[src/rtl/lpd_pkg.sv]
// Shared types and helpers for the multi-pattern detector.
// Holds the FSM state encoding, the scan-mode encoding and the index-width helper.
package lpd_pkg;

  typedef enum logic [1:0] {
    IDLE = 2'd0,
    SCAN = 2'd1,
    DONE = 2'd2
  } state_t;

  localparam logic MODE_ANY = 1'b0;
  localparam logic MODE_SEQ = 1'b1;

  // Index ports stay at least one bit wide even when a single pattern exists.
  function automatic int idx_w(input int n);
    return (n > 1) ? $clog2(n) : 1;
  endfunction

endpackage

[src/rtl/lpd_pat_match.sv]
// Combinational compare of one word against every value/mask pair.
// A pattern with an all-zero mask never matches.
module lpd_pat_match
  import lpd_pkg::*;
#(
  parameter int DATA_W  = 10,
  parameter int NUM_PAT = 4,
  parameter int IDX_W   = idx_w(NUM_PAT)
) (
  input  logic [DATA_W-1:0]               data_i,
  input  logic [NUM_PAT-1:0][DATA_W-1:0]  pat_val_i,
  input  logic [NUM_PAT-1:0][DATA_W-1:0]  pat_mask_i,
  output logic [NUM_PAT-1:0]              match_o,
  output logic [IDX_W-1:0]                low_idx_o
);

  for (genvar gi = 0; gi < NUM_PAT; gi++) begin : g_cmp
    assign match_o[gi] = (|pat_mask_i[gi]) &&
                         !(|((data_i ^ pat_val_i[gi]) & pat_mask_i[gi]));
  end

  // Walk downwards so the lowest matching index is the one left standing.
  always_comb begin
    low_idx_o = '0;
    for (int i = NUM_PAT - 1; i >= 0; i--) begin
      if (match_o[i]) low_idx_o = IDX_W'(i);
    end
  end

endmodule

[src/rtl/lpd_multi.sv]
// Multi-pattern detector: scans addresses 0..DEPTH-1 once per start, matching
// each word against the pattern registers either as alternatives or as an ordered run.
module lpd_multi
  import lpd_pkg::*;
#(
  parameter int DATA_W  = 10,
  parameter int ADDR_W  = 10,
  parameter int DEPTH   = 1024,
  parameter int NUM_PAT = 4,
  parameter int CNT_W   = 4,
  localparam int IDX_W  = idx_w(NUM_PAT)
) (
  input  logic              clk,
  input  logic              rst,
  input  logic              start,
  input  logic              mode,
  input  logic              pat_load,
  input  logic [IDX_W-1:0]  pat_idx,
  input  logic [DATA_W-1:0] pat_val,
  input  logic [DATA_W-1:0] pat_mask,
  output logic [ADDR_W-1:0] addr,
  input  logic [DATA_W-1:0] data,
  output logic              flag,
  output logic [IDX_W-1:0]  flag_idx,
  output logic [CNT_W-1:0]  count,
  output logic              busy,
  output logic              fin
);

  localparam logic [ADDR_W-1:0] ADDR_LAST = ADDR_W'(DEPTH - 1);
  localparam logic [IDX_W-1:0]  K_LAST    = IDX_W'(NUM_PAT - 1);

  state_t                      state_q, state_d;
  logic [ADDR_W-1:0]           addr_q, addr_d;
  logic                        flag_q, flag_d;
  logic [IDX_W-1:0]            flag_idx_q, flag_idx_d;
  logic [CNT_W-1:0]            count_q, count_d;
  logic                        mode_q, mode_d;
  logic [IDX_W-1:0]            k_q, k_d;
  logic [NUM_PAT-1:0][DATA_W-1:0] pat_val_q, pat_mask_q;

  logic [NUM_PAT-1:0] match;
  logic [IDX_W-1:0]   low_idx;
  logic               match_k;
  logic               seq_mode;
  logic               hit;
  logic [IDX_W-1:0]   hit_idx;

  // Writes to an index beyond NUM_PAT-1 find no matching slot and are dropped.
  always_ff @(posedge clk) begin
    if (rst) begin
      pat_val_q  <= '0;
      pat_mask_q <= '0;
    end else if (pat_load && state_q != SCAN) begin
      for (int i = 0; i < NUM_PAT; i++) begin
        if (pat_idx == IDX_W'(i)) begin
          pat_val_q[i]  <= pat_val;
          pat_mask_q[i] <= pat_mask;
        end
      end
    end
  end

  lpd_pat_match #(
    .DATA_W  (DATA_W),
    .NUM_PAT (NUM_PAT),
    .IDX_W   (IDX_W)
  ) u_match (
    .data_i     (data),
    .pat_val_i  (pat_val_q),
    .pat_mask_i (pat_mask_q),
    .match_o    (match),
    .low_idx_o  (low_idx)
  );

  always_comb begin
    match_k = 1'b0;
    for (int i = 0; i < NUM_PAT; i++) begin
      if (k_q == IDX_W'(i)) match_k = match[i];
    end
  end

  // With a single pattern the ordered mode collapses onto the any-of behaviour.
  assign seq_mode = (mode_q == MODE_SEQ) && (NUM_PAT > 1);

  always_comb begin
    state_d    = state_q;
    addr_d     = addr_q;
    flag_d     = flag_q;
    flag_idx_d = flag_idx_q;
    count_d    = count_q;
    mode_d     = mode_q;
    k_d        = k_q;
    hit        = 1'b0;
    hit_idx    = '0;
    case (state_q)
      IDLE, DONE: begin
        if (start) begin
          state_d    = SCAN;
          addr_d     = '0;
          flag_d     = 1'b0;
          flag_idx_d = '0;
          count_d    = '0;
          k_d        = '0;
          mode_d     = mode;
        end
      end
      SCAN: begin
        if (seq_mode) begin
          if (match_k) begin
            if (k_q == K_LAST) begin
              hit     = 1'b1;
              hit_idx = K_LAST;
              k_d     = match[0] ? IDX_W'(1) : '0;
            end else begin
              k_d = k_q + IDX_W'(1);
            end
          end else begin
            k_d = match[0] ? IDX_W'(1) : '0;
          end
        end else begin
          hit     = |match;
          hit_idx = low_idx;
        end
        flag_d     = hit;
        flag_idx_d = hit_idx;
        if (hit && count_q != '1) count_d = count_q + CNT_W'(1);
        if (addr_q == ADDR_LAST) state_d = DONE;
        else                     addr_d  = addr_q + ADDR_W'(1);
      end
      default: state_d = IDLE;
    endcase
  end

  always_ff @(posedge clk) begin
    if (rst) begin
      state_q    <= IDLE;
      addr_q     <= '0;
      flag_q     <= 1'b0;
      flag_idx_q <= '0;
      count_q    <= '0;
      mode_q     <= MODE_ANY;
      k_q        <= '0;
    end else begin
      state_q    <= state_d;
      addr_q     <= addr_d;
      flag_q     <= flag_d;
      flag_idx_q <= flag_idx_d;
      count_q    <= count_d;
      mode_q     <= mode_d;
      k_q        <= k_d;
    end
  end

  assign addr     = addr_q;
  assign flag     = flag_q;
  assign flag_idx = flag_idx_q;
  assign count    = count_q;
  assign busy     = (state_q == SCAN);
  assign fin      = (state_q == DONE);

endmodule

[config.mk]
export PLATFORM = sky130hd
export DESIGN_NAME = lpd_multi
export DESIGN_NICKNAME = d
export VERILOG_FILES = /design/src/rtl/lpd_pkg.sv /design/src/rtl/lpd_pat_match.sv /design/src/rtl/lpd_multi.sv
export SDC_FILE = /design/constraint.sdc
export NUM_CORES = 1
export LEC_CHECK = 0
export BUFFER_PORTS_ARGS = -buffer_cell sky130_fd_sc_hd__buf_2
export CELL_PAD_IN_SITES_DETAIL_PLACEMENT = 2
export CELL_PAD_IN_SITES_GLOBAL_PLACEMENT = 2
export CORE_ASPECT_RATIO = 0.75
export CORE_MARGIN = 1.5
export CORE_UTILIZATION = 25
export CTS_BUF_LIST = sky130_fd_sc_hd__clkbuf_8
export CTS_CLUSTER_SIZE = 16
export DETAILED_ROUTE_END_ITERATION = 8
export PLACE_DENSITY = 0.72
export SYNTH_ARGS = -nofsm -noshare
export SYNTH_HDL_FRONTEND = slang
export SYNTH_SLANG_ARGS = --single-unit
export TNS_END_PERCENT = 1
[constraint.sdc]
create_clock -name clk -period 5.6 [get_ports clk]
set_clock_uncertainty 0.1 [all_clocks]
set_input_delay 0.84 -clock clk [delete_from_list [all_inputs] [get_ports clk]]
set_output_delay 0.84 -clock clk [all_outputs]
set_load 0.03 [all_outputs]
==> results of run 1 <==
kinds of logic after synthesis:
group	Yosys count
AO/OA/AOI/OAI	133
XOR/XNOR	45
adder cells (fa/ha/maj)	6
buffers and inverters	36
flip-flops	102
multiplexers	1
AND/OR/NAND/NOR	256
cell usage after synthesis (5+ instances only):
| master | instances |
|---|---|
| or3_1 | 6 |
| clkbuf_1 | 27 |
| inv_1 | 9 |
| ha_1 | 6 |
| nor2_1 | 22 |
| nand2_1 | 179 |
| xor2_1 | 43 |
| nand4_1 | 7 |
| dfxtp_1 | 102 |
| nand3_1 | 7 |
| nor4_1 | 8 |
| a21oi_1 | 93 |
| o21ai_0 | 5 |
| a22oi_1 | 19 |
flip-flops by register name (all words and copies together) (netlist names):
name	flops
addr	10
count	4
flag	1
flag_idx	2
k_q	2
mode_q	1
pat_mask_q	40
pat_val_q	40
state_q	2
routing by layer:
metal,vias to the layer above,track usage [%]
met4,0,4.91
met1,2184,28.4
met3,23,3.65
li1,2039,-
met2,79,29.0
met5,-,0
metrics by stage:
stage | cell area (um2) | instances | setup slack (ps)
global route | 5230 | 867 | 2770
floorplan | 4530 | 579 | 2970
detailed placement | 5030 | 851 | 2640
CTS | 5230 | 867 | 3020
finish | 5230 | 867 | 3030
global placement | 5030 | 851 | 2650
cell type report:
cell class	count	area, um2	area share, %
clock inverter	7	80.1	1.53
multi-input combinational	441	2360	45.1
inverter	9	33.8	0.646
timing repair buffer	57	290	5.55
sequential	102	2040	39.0
tap	242	303	5.79
clock buffer	9	124	2.37
path summary, 6_finish.rpt:
check	from	endpoint	slack, ps	depth (start not counted)
min	pat_val_q[5]	pat_val_q[5]	380	2
max reg2reg	addr[0]	addr[9]	3070	7
max	data[8]	count[0]	3030	8
min reg2reg	pat_val_q[5]	pat_val_q[5]	380	2
worst reg2reg max path: cells and delay by family (launching register included):
kind	cells	cell delay [ps]
AND/OR/NAND/NOR	4	1120
AO/OA/AOI/OAI	2	590
flip-flops	1	380
adder cells (fa/ha/maj)	1	270
power by group:
group	total, W	internal (W)	switching [W]
logic	0.000194	0.0000615	0.000132
clock network	0.000510	0.000215	0.000295
registers	0.000770	0.000747	0.0000226
layout by cell type (no fill, tap or decap), types with 3 or more instances in the layout:
cell	count
a211oi_1	3
a21oi_1	93
a22oi_1	19
and3_1	3
buf_2	55
clkbuf_8	9
dfxtp_1	102
ha_1	6
inv_1	9
nand2_1	179
nand2b_1	3
nand3_1	7
nand4_1	7
nor2_1	22
nor3b_1	4
nor4_1	8
o21ai_0	5
or2_2	3
or3_1	6
xor2_1	43
==> out/summary.log, run 1 <==
INFO  routing        sum_of_routed_wire_length_over_all_layers=17400um
INFO  synthesis      dominant_combinational_cell_family_by_area_after_synthesis=simple AND/OR/NAND/NOR gates
INFO  synthesis      yosys.area_share.adder=1.66%
INFO  synthesis      synthDistinctLibCells=39
INFO  power          power_leakage=2.00nW
INFO  hold_path      hold_class=reg -> reg
INFO  timing         timing_hold_violations_final=0
INFO  routing        drt.antenna.violating_nets=0
INFO  power          power=0.00147W
INFO  synthesis      synth_seq_cells=102
INFO  die            coreArea=17700um2
INFO  grt            congestion_overflow_gr=0
INFO  grt            grt_first_pass_wirelength=27200um
INFO  clock_network  htreeDepth=3
INFO  worst_setup_path crit_slowest_cell=o32a_1
INFO  worst_setup_path path_class=in -> reg
INFO  timing         timing.final.crit_share=45.8%
INFO  synthesis      synth-simple-area-share=24.4%
INFO  placed_design  detailedPlacementHpwl=12900um
INFO  worst_setup_path worst_path_largest_cell_delay=410ps
INFO  grt            track_usage=19.4%
INFO  timing         tightest_slew=1110ps
INFO  die            fp-row-count=42
INFO  routing        post_drt_via_cell_ratio=4.99
INFO  cells_and_area finish.net_count=663
INFO  worst_setup_path worst_ep_required_time=5820ps
INFO  routing        detail_route.first_pass.iterations=4
INFO  timing         setup-tns-final=0ps
INFO  synthesis      synth_top_flop_cell=dfxtp_1
INFO  die            die_height=120um
INFO  worst_setup_path timing.critical_path.buf_inv=1
INFO  synthesis      post_synth_inst_count=579
INFO  synthesis      post_synth_xor_area_fraction=8.71%
INFO  worst_setup_path endpoint_kind=flip-flop
INFO  routing        routedLengthMet1=8800um
INFO  worst_setup_path worst_setup_path_start_kind=input pin
INFO  routing        highest_layer=met4
INFO  timing         timing.final.max_slew_violations=0
INFO  die            die-area=18900um2
INFO  clock_network  cts_made_buffers=9
INFO  die            top_level_ports=56
INFO  synthesis      synthDominantCellAreaShare=45.1%
INFO  synthesis      synth-compound-area-share=16.9%
INFO  power          ir_worst_vdd=0.111mV
INFO  synthesis      async_flop_share=0%
INFO  grt            grt_max_degree=49
INFO  synthesis      synth-edff-count=0
INFO  synthesis      mappedNetlistNets=622
INFO  timing         maxClockFrequency=390MHz
INFO  grt            first_global_vias=4587
INFO  synthesis      yosys.area.top_type=dfxtp_1
INFO  status         status=finished, final reports clean
INFO  routing        drc=0
INFO  synthesis      yosys-top-cells-area=dfxtp_1 (45%), nand2_1 (15%), a21oi_1 (10%)
INFO  routing        vias=4325
INFO  worst_setup_path timing.critical_path.cells=buf_2, xor2_1, a22oi_1, nand4_1, o32a_1, a41o_1, or3_1, a21oi_1
INFO  routing        routed_wire_length_per_instance=20.1um
INFO  worst_setup_path critPathTopFamily=compound AO/OA/AOI/OAI gates
INFO  timing         max-slew-margin-rel=25.9%
INFO  clock_network  cts-hold-fix-buffers=0
INFO  timing         finalWorstPathRequiredPeriod=2570ps
INFO  synthesis      yosysWarnings=0
INFO  power          power_per_cell_area=282nW/um2
INFO  cells_and_area syn2layout_area_growth=15.6%
INFO  flow_run       timing.max_cap.violations=0
INFO  cells_and_area layout.core_utilization=29.5%
INFO  clock_network  tritoncts=done
INFO  synthesis      syn_area_per_cell=7.82um2
INFO  timing         final-setup-viol-count=0
INFO  clock_network  post-cts-setup-buffers=0
INFO  routing        detail_route_met3_wl=656um
INFO  clock_network  cts-root-to-sink-buffers=2
INFO  cells_and_area fraction_of_final_layout_cells_with_drive_strength_greater_than_1=12.5%
INFO  clock_network  clk_latency_worst_skew_pair=400ps
INFO  timing         setup_repair_after_global_routing_missed_its_margin=no
INFO  clock_network  cts_sinks=102
INFO  cells_and_area antenna-diode-count=0
INFO  placed_design  place.port_buffers=55
INFO  synthesis      mux_cell_area_share_after_synthesis=0.221%
INFO  clock_network  ctsRootBufferMaster=clkbuf_8
INFO  timing         hold-worst-slack=378ps
INFO  clock_network  worst_setup_hold_path_clk_slew=120ps
INFO  routing        met2RoutedLength=7640um
INFO  die            initial_utilization=25.6%
INFO  die            fp.dieW=158um
INFO  worst_setup_path crit_arrival=2780ps
INFO  routing        dr.first_iter.drc_count=247
INFO  synthesis      synthesis.area=4530um2
INFO  placed_design  final_weighted_congestion_in_routability_driven_placement=0.843
INFO  synthesis      yosysSeqAreaShare=45.1%
INFO  clock_network  post_cts_resized=0
INFO  cells_and_area fillCellCount=2084
INFO  grt            antenna_found_initial=0
INFO  worst_setup_path critical_path.max_fanout=6
(Power assumes the default switching activity.)
==> run 2: changes to the inputs <==
- PLACE_DENSITY: 0.72 -> 0.74
- clock period: 5.6 -> 2.1 ns (I/O delays scaled with it)
==> out/summary.log, run 2 (synthesis results as in run 1) <==
INFO  cells_and_area final_common_cell=nand2_1
INFO  die            die-area=18900um2
INFO  timing         timing.final.max_slew_violations=0
INFO  cells_and_area layout_common_cells=nand2_1 (179), dfxtp_1 (96), a21oi_1 (90)
INFO  routing        sum_of_routed_wire_length_over_all_layers=17900um
INFO  worst_setup_path timing.critical_path.buf_inv=1
INFO  cells_and_area fraction_of_final_layout_cells_with_drive_strength_greater_than_1=22.5%
INFO  timing         tightest_slew=580ps
INFO  power          power_frac_comb=16.7%
INFO  clock_network  cts_made_buffers=9
INFO  clock_network  cts-hold-fix-buffers=0
INFO  die            fp-row-count=42
INFO  worst_setup_path timing.critical_path.cells=or4_4, nor4_4, a221o_1, or3_4, a41o_4, buf_6, o211ai_1, a21oi_1
INFO  status         violations=setup timing
INFO  grt            grt_max_degree=94
INFO  routing        post_drt_via_cell_ratio=4.91
INFO  cells_and_area post_layout_nonfiller_instances=909
INFO  cells_and_area finish.net_count=705
INFO  worst_setup_path path_class=reg -> reg
INFO  placed_design  dpl-instance-area=5350um2
INFO  worst_setup_path worst_path_largest_cell_delay=560ps
INFO  die            coreArea=17700um2
INFO  die            fp.dieW=158um
INFO  cells_and_area antenna-diode-count=0
INFO  clock_network  worst_setup_hold_path_clk_slew=130ps
INFO  power          power.share.clock=32.5%
INFO  clock_network  clk_latency_worst_skew_pair=410ps
INFO  power          p_sw_share=32.1%
INFO  timing         final_critical_path_setup_slack=-119ps
INFO  worst_setup_path worst_ep_required_time=2320ps
INFO  hold_path      hold_class=in -> reg
INFO  clock_network  ctsRootBufferMaster=clkbuf_8
INFO  placed_design  dp_worst_setup_slack=-420ps
INFO  cells_and_area footprint_of_the_multi_input_gates=2520um2
INFO  timing         final-setup-viol-count=8
INFO  placed_design  post-place-cells=892
INFO  power          ir_worst_vdd=0.278mV
INFO  timing         timing_hold_violations_final=0
INFO  flow_run       timing.max_cap.violations=0
INFO  power          power.sequential.fraction=50.9%
INFO  routing        vias=4461
INFO  die            initial_utilization=25.6%
INFO  grt            antenna_found_initial=0
INFO  routing        routed_wire_length_per_instance=19.7um
INFO  worst_setup_path crit_slowest_cell=or4_4
INFO  worst_setup_path worst_setup_path_start_kind=flip-flop
INFO  cells_and_area syn2layout_area_growth=26.7%
INFO  placed_design  final_weighted_congestion_in_routability_driven_placement=0.825
INFO  routing        drt.antenna.violating_nets=0
INFO  routing        drc=0
INFO  placed_design  detailedPlacementHpwl=13300um
INFO  clock_network  htreeDepth=3
INFO  power          internal-power=0.00274W
INFO  timing         maxClockFrequency=451MHz
INFO  worst_setup_path endpoint_kind=flip-flop
INFO  die            die_height=120um
INFO  cells_and_area layout.cell_area.non_filler=5730um2
INFO  grt            congestion_overflow_gr=0
INFO  cells_and_area fillCellCount=2046
INFO  grt            track_usage=20.0%
INFO  grt            first_global_vias=4824
INFO  routing        detail_route.first_pass.iterations=4
INFO  clock_network  tritoncts=done
INFO  worst_setup_path critical_path.max_fanout=5
INFO  placed_design  place.port_buffers=55
INFO  clock_network  cts_sinks=102
INFO  power          power_switching=0.00130W
INFO  clock_network  cts-root-to-sink-buffers=2
INFO  die            top_level_ports=56
INFO  power          power_leakage=2.24nW
INFO  worst_setup_path critPathTopFamily=simple AND/OR/NAND/NOR gates
INFO  timing         setup_repair_after_global_routing_missed_its_margin=yes
INFO  routing        dr.first_iter.drc_count=256
INFO  worst_setup_path crit_arrival=2440ps
INFO  timing         finalWorstPathRequiredPeriod=2220ps
INFO  timing         timing.final.crit_share=106%
INFO  power          power_per_cell_area=703nW/um2
INFO  cells_and_area register_area=2050um2
INFO  status         status=complete, but fails checks
INFO  timing         max-slew-margin-rel=61.3%
INFO  grt            grt_first_pass_wirelength=28100um
-- run 2: timing repair --
| item | CTS | global route |
|---|---|---|
| endpoints found under the setup margin | 12 | 33 |
| setup buffers | 1 | 0 |
| gates resized for setup | 30 | 6 |
| pin swaps | 20 | 5 |
-- run 2: layer usage --
layer	vias up	GRT usage (%)	share of wire, %
met3	18	3.32	4.4
li1	2128	-	-
met5	-	0	0
met1	2246	28.5	48
met2	69	31.1	46
met4	0	5.43	1.5
-- run 2: layout make-up --
cell class | count | area share [%]
Clock buffer | 9 | 2.16
Clock inverter | 7 | 1.48
Inverter | 9 | 0.589
Multi-Input combinational cell | 441 | 43.9
Sequential cell | 102 | 35.7
Tap cell | 242 | 5.28
Timing Repair Buffer | 99 | 10.8
-- run 2: power groups by stage --
stage          registers [W]  clock network (W)  logic (W)
2_1_floorplan        0.00209                  0   0.000286
3_3_place_gp         0.00209                  0   0.000582
3_5_place_dp         0.00209                  0   0.000606
4_1_cts              0.00205            0.00135   0.000670
5_1_grt              0.00206            0.00143   0.000731
6_report             0.00205            0.00131   0.000673
-- run 2: tightest hold or removal path: stages --
cell and delay [ps]:
buf_2 120, nand2_1 50, a21oi_1 50
-- run 2: path summary, 6_finish.rpt --
path,start,end,slack (ps),cells past startpoint
worst max-delay path,pat_mask_q[24],count[1],-120,8
worst max register to register,pat_mask_q[24],count[1],-120,8
worst min register to register,flag_idx[1],flag_idx[1],370,2
worst min-delay path,pat_val[3],pat_val_q[13],70,3
-- run 2: per-stage QoR --
stage	setup TNS (ps)	total power, W	hold slack (ps)	util [%]
floorplan	-9.95	0.00238	343	-
global placement	-2280	0.00267	347	30.2
detailed placement	-2870	0.00270	351	30.2
CTS	-654	0.00407	52.1	32.3
global route	-1740	0.00422	58.9	32.4
finish	-576	0.00403	69.1	32.4
==> run 3: changes to the inputs <==
- GPL_TIMING_DRIVEN: default -> 0
- clock period: 2.1 -> 2 ns (I/O delays scaled with it)
==> out/summary.log, run 3 (synthesis results as in run 1) <==
INFO  timing         final-setup-viol-count=9
INFO  worst_setup_path endpoint_kind=flip-flop
INFO  power          ir_worst_vdd=0.315mV
INFO  die            fp.dieW=158um
INFO  cells_and_area antenna-diode-count=0
INFO  power          power_frac_comb=16.2%
INFO  cells_and_area syn2layout_area_growth=24.9%
INFO  die            top_level_ports=56
INFO  worst_setup_path crit_arrival=2490ps
INFO  die            die-area=18900um2
INFO  clock_network  cts-hold-fix-buffers=0
INFO  hold_path      hold_class=in -> reg
INFO  worst_setup_path critical_path.max_fanout=6
INFO  grt            first_global_vias=4781
INFO  placed_design  final_weighted_congestion_in_routability_driven_placement=0.871
INFO  routing        post_drt_via_cell_ratio=4.98
INFO  cells_and_area layout_common_cells=nand2_1 (178), dfxtp_1 (92), a21oi_1 (89)
INFO  placed_design  detailedPlacementHpwl=13700um
INFO  cells_and_area fillCellCount=2093
INFO  timing         tightest_slew=861ps
INFO  clock_network  cts_made_buffers=9
INFO  clock_network  worst_setup_hold_path_clk_slew=120ps
INFO  routing        vias=4469
INFO  clock_network  tritoncts=done
INFO  die            initial_utilization=25.6%
INFO  cells_and_area layout.cell_area.non_filler=5650um2
INFO  clock_network  clk_latency_worst_skew_pair=400ps
INFO  die            die_height=120um
INFO  worst_setup_path worst_setup_path_start_kind=flip-flop
INFO  die            fp-row-count=42
INFO  power          power.share.clock=32.7%
INFO  timing         timing.final.max_slew_violations=0
INFO  grt            track_usage=20.6%
INFO  timing         timing_hold_violations_final=0
INFO  clock_network  cts-root-to-sink-buffers=2
INFO  flow_run       timing.max_cap.violations=0
INFO  cells_and_area fraction_of_final_layout_cells_with_drive_strength_greater_than_1=20.1%
INFO  power          power_leakage=2.11nW
INFO  timing         max-slew-margin-rel=42.6%
INFO  cells_and_area final_common_cell=nand2_1
INFO  timing         setup_repair_after_global_routing_missed_its_margin=yes
INFO  routing        drt.antenna.violating_nets=0
INFO  routing        dr.first_iter.drc_count=227
INFO  clock_network  htreeDepth=3
INFO  grt            grt_max_degree=18
INFO  worst_setup_path path_class=reg -> reg
INFO  timing         timing.final.crit_share=114%
INFO  timing         final_critical_path_setup_slack=-277ps
INFO  timing         finalWorstPathRequiredPeriod=2280ps
INFO  power          power.sequential.fraction=51.0%
INFO  grt            congestion_overflow_gr=0
INFO  placed_design  dpl-instance-area=5120um2
INFO  routing        detail_route.first_pass.iterations=4
INFO  die            coreArea=17700um2
INFO  placed_design  place.port_buffers=55
INFO  power          p_sw_share=31.0%
INFO  timing         maxClockFrequency=439MHz
INFO  clock_network  ctsRootBufferMaster=clkbuf_8
INFO  routing        sum_of_routed_wire_length_over_all_layers=18600um
INFO  cells_and_area finish.net_count=694
INFO  power          power_per_cell_area=744nW/um2
INFO  grt            grt_first_pass_wirelength=28500um
INFO  clock_network  cts_sinks=102
INFO  routing        routed_wire_length_per_instance=20.7um
INFO  power          internal-power=0.00290W
INFO  placed_design  dp_worst_setup_slack=-567ps
INFO  status         violations=setup timing
INFO  grt            antenna_found_initial=0
INFO  worst_setup_path worst_ep_required_time=2220ps
INFO  status         status=complete, but fails checks
INFO  power          power_switching=0.00130W
INFO  routing        drc=0
-- run 3: what timing repair did --
action	in CTS	in global routing
setup buffers	5	1
resized for setup	38	32
pin swaps	24	8
endpoints found under the setup margin	26	50
-- run 3: cell type report --
| class | count | area (um2) | share of cell area (%) |
|---|---|---|---|
| clock buffer | 9 | 124 | 2.19 |
| inverter | 9 | 33.8 | 0.598 |
| clock inverter | 7 | 71.3 | 1.26 |
| buffer | 27 | 108 | 1.90 |
| sequential | 102 | 2060 | 36.5 |
| timing repair buffer | 61 | 328 | 5.80 |
| multi-input combinational | 441 | 2620 | 46.4 |
| tap | 242 | 303 | 5.36 |
-- run 3: power groups by stage --
stage,registers [W],logic [W],clock network (W)
final,0.00215,0.000684,0.00138
after global routing,0.00216,0.000739,0.00151
after CTS,0.00215,0.000656,0.00142
after detailed placement,0.00219,0.000580,0
after global placement,0.00218,0.000560,0
after floorplan,0.00219,0.000300,0
-- run 3: path summary, 6_finish.rpt --
path / from / endpoint / slack, ps / cells after the start
worst max-delay path: pat_val_q[23] / count[0] / -280 / 7
worst min-delay path: pat_val[9] / pat_val_q[39] / 80 / 3
worst max register to register: pat_val_q[23] / count[0] / -280 / 7
worst min register to register: flag_idx[1] / flag_idx[1] / 360 / 2
-- run 3: layer usage --
metal	track usage, %	vias to the layer above	share of wire (%)
met5	0	-	0
met4	5.14	0	1.6
met3	4.51	18	5.6
met2	32.9	76	48
met1	28.2	2276	45
li1	-	2099	-
-- run 3: stage by stage --
step                total power [W]  instances  hold slack (ps)  setup TNS [ps]  util, %
floorplan                   0.00249        579              336           -7.69        -
global placement            0.00274        876              342           -3170     28.9
detailed placement          0.00277        876              352           -4410     28.9
CTS                         0.00422        897             50.6           -1500     31.3
global route                0.00441        898             63.4           -2050     31.9
finish                      0.00421        898             77.5           -1070     31.9
-- run 3: worst max-delay path, cell delays in order (launching register included) --
cell and delay (ps):
dfxtp_1 340, xor2_1 160, a22oi_1 200, nand2_1 130, or3_4 440, a41o_4 310
or3_1 380, a21oi_2 140
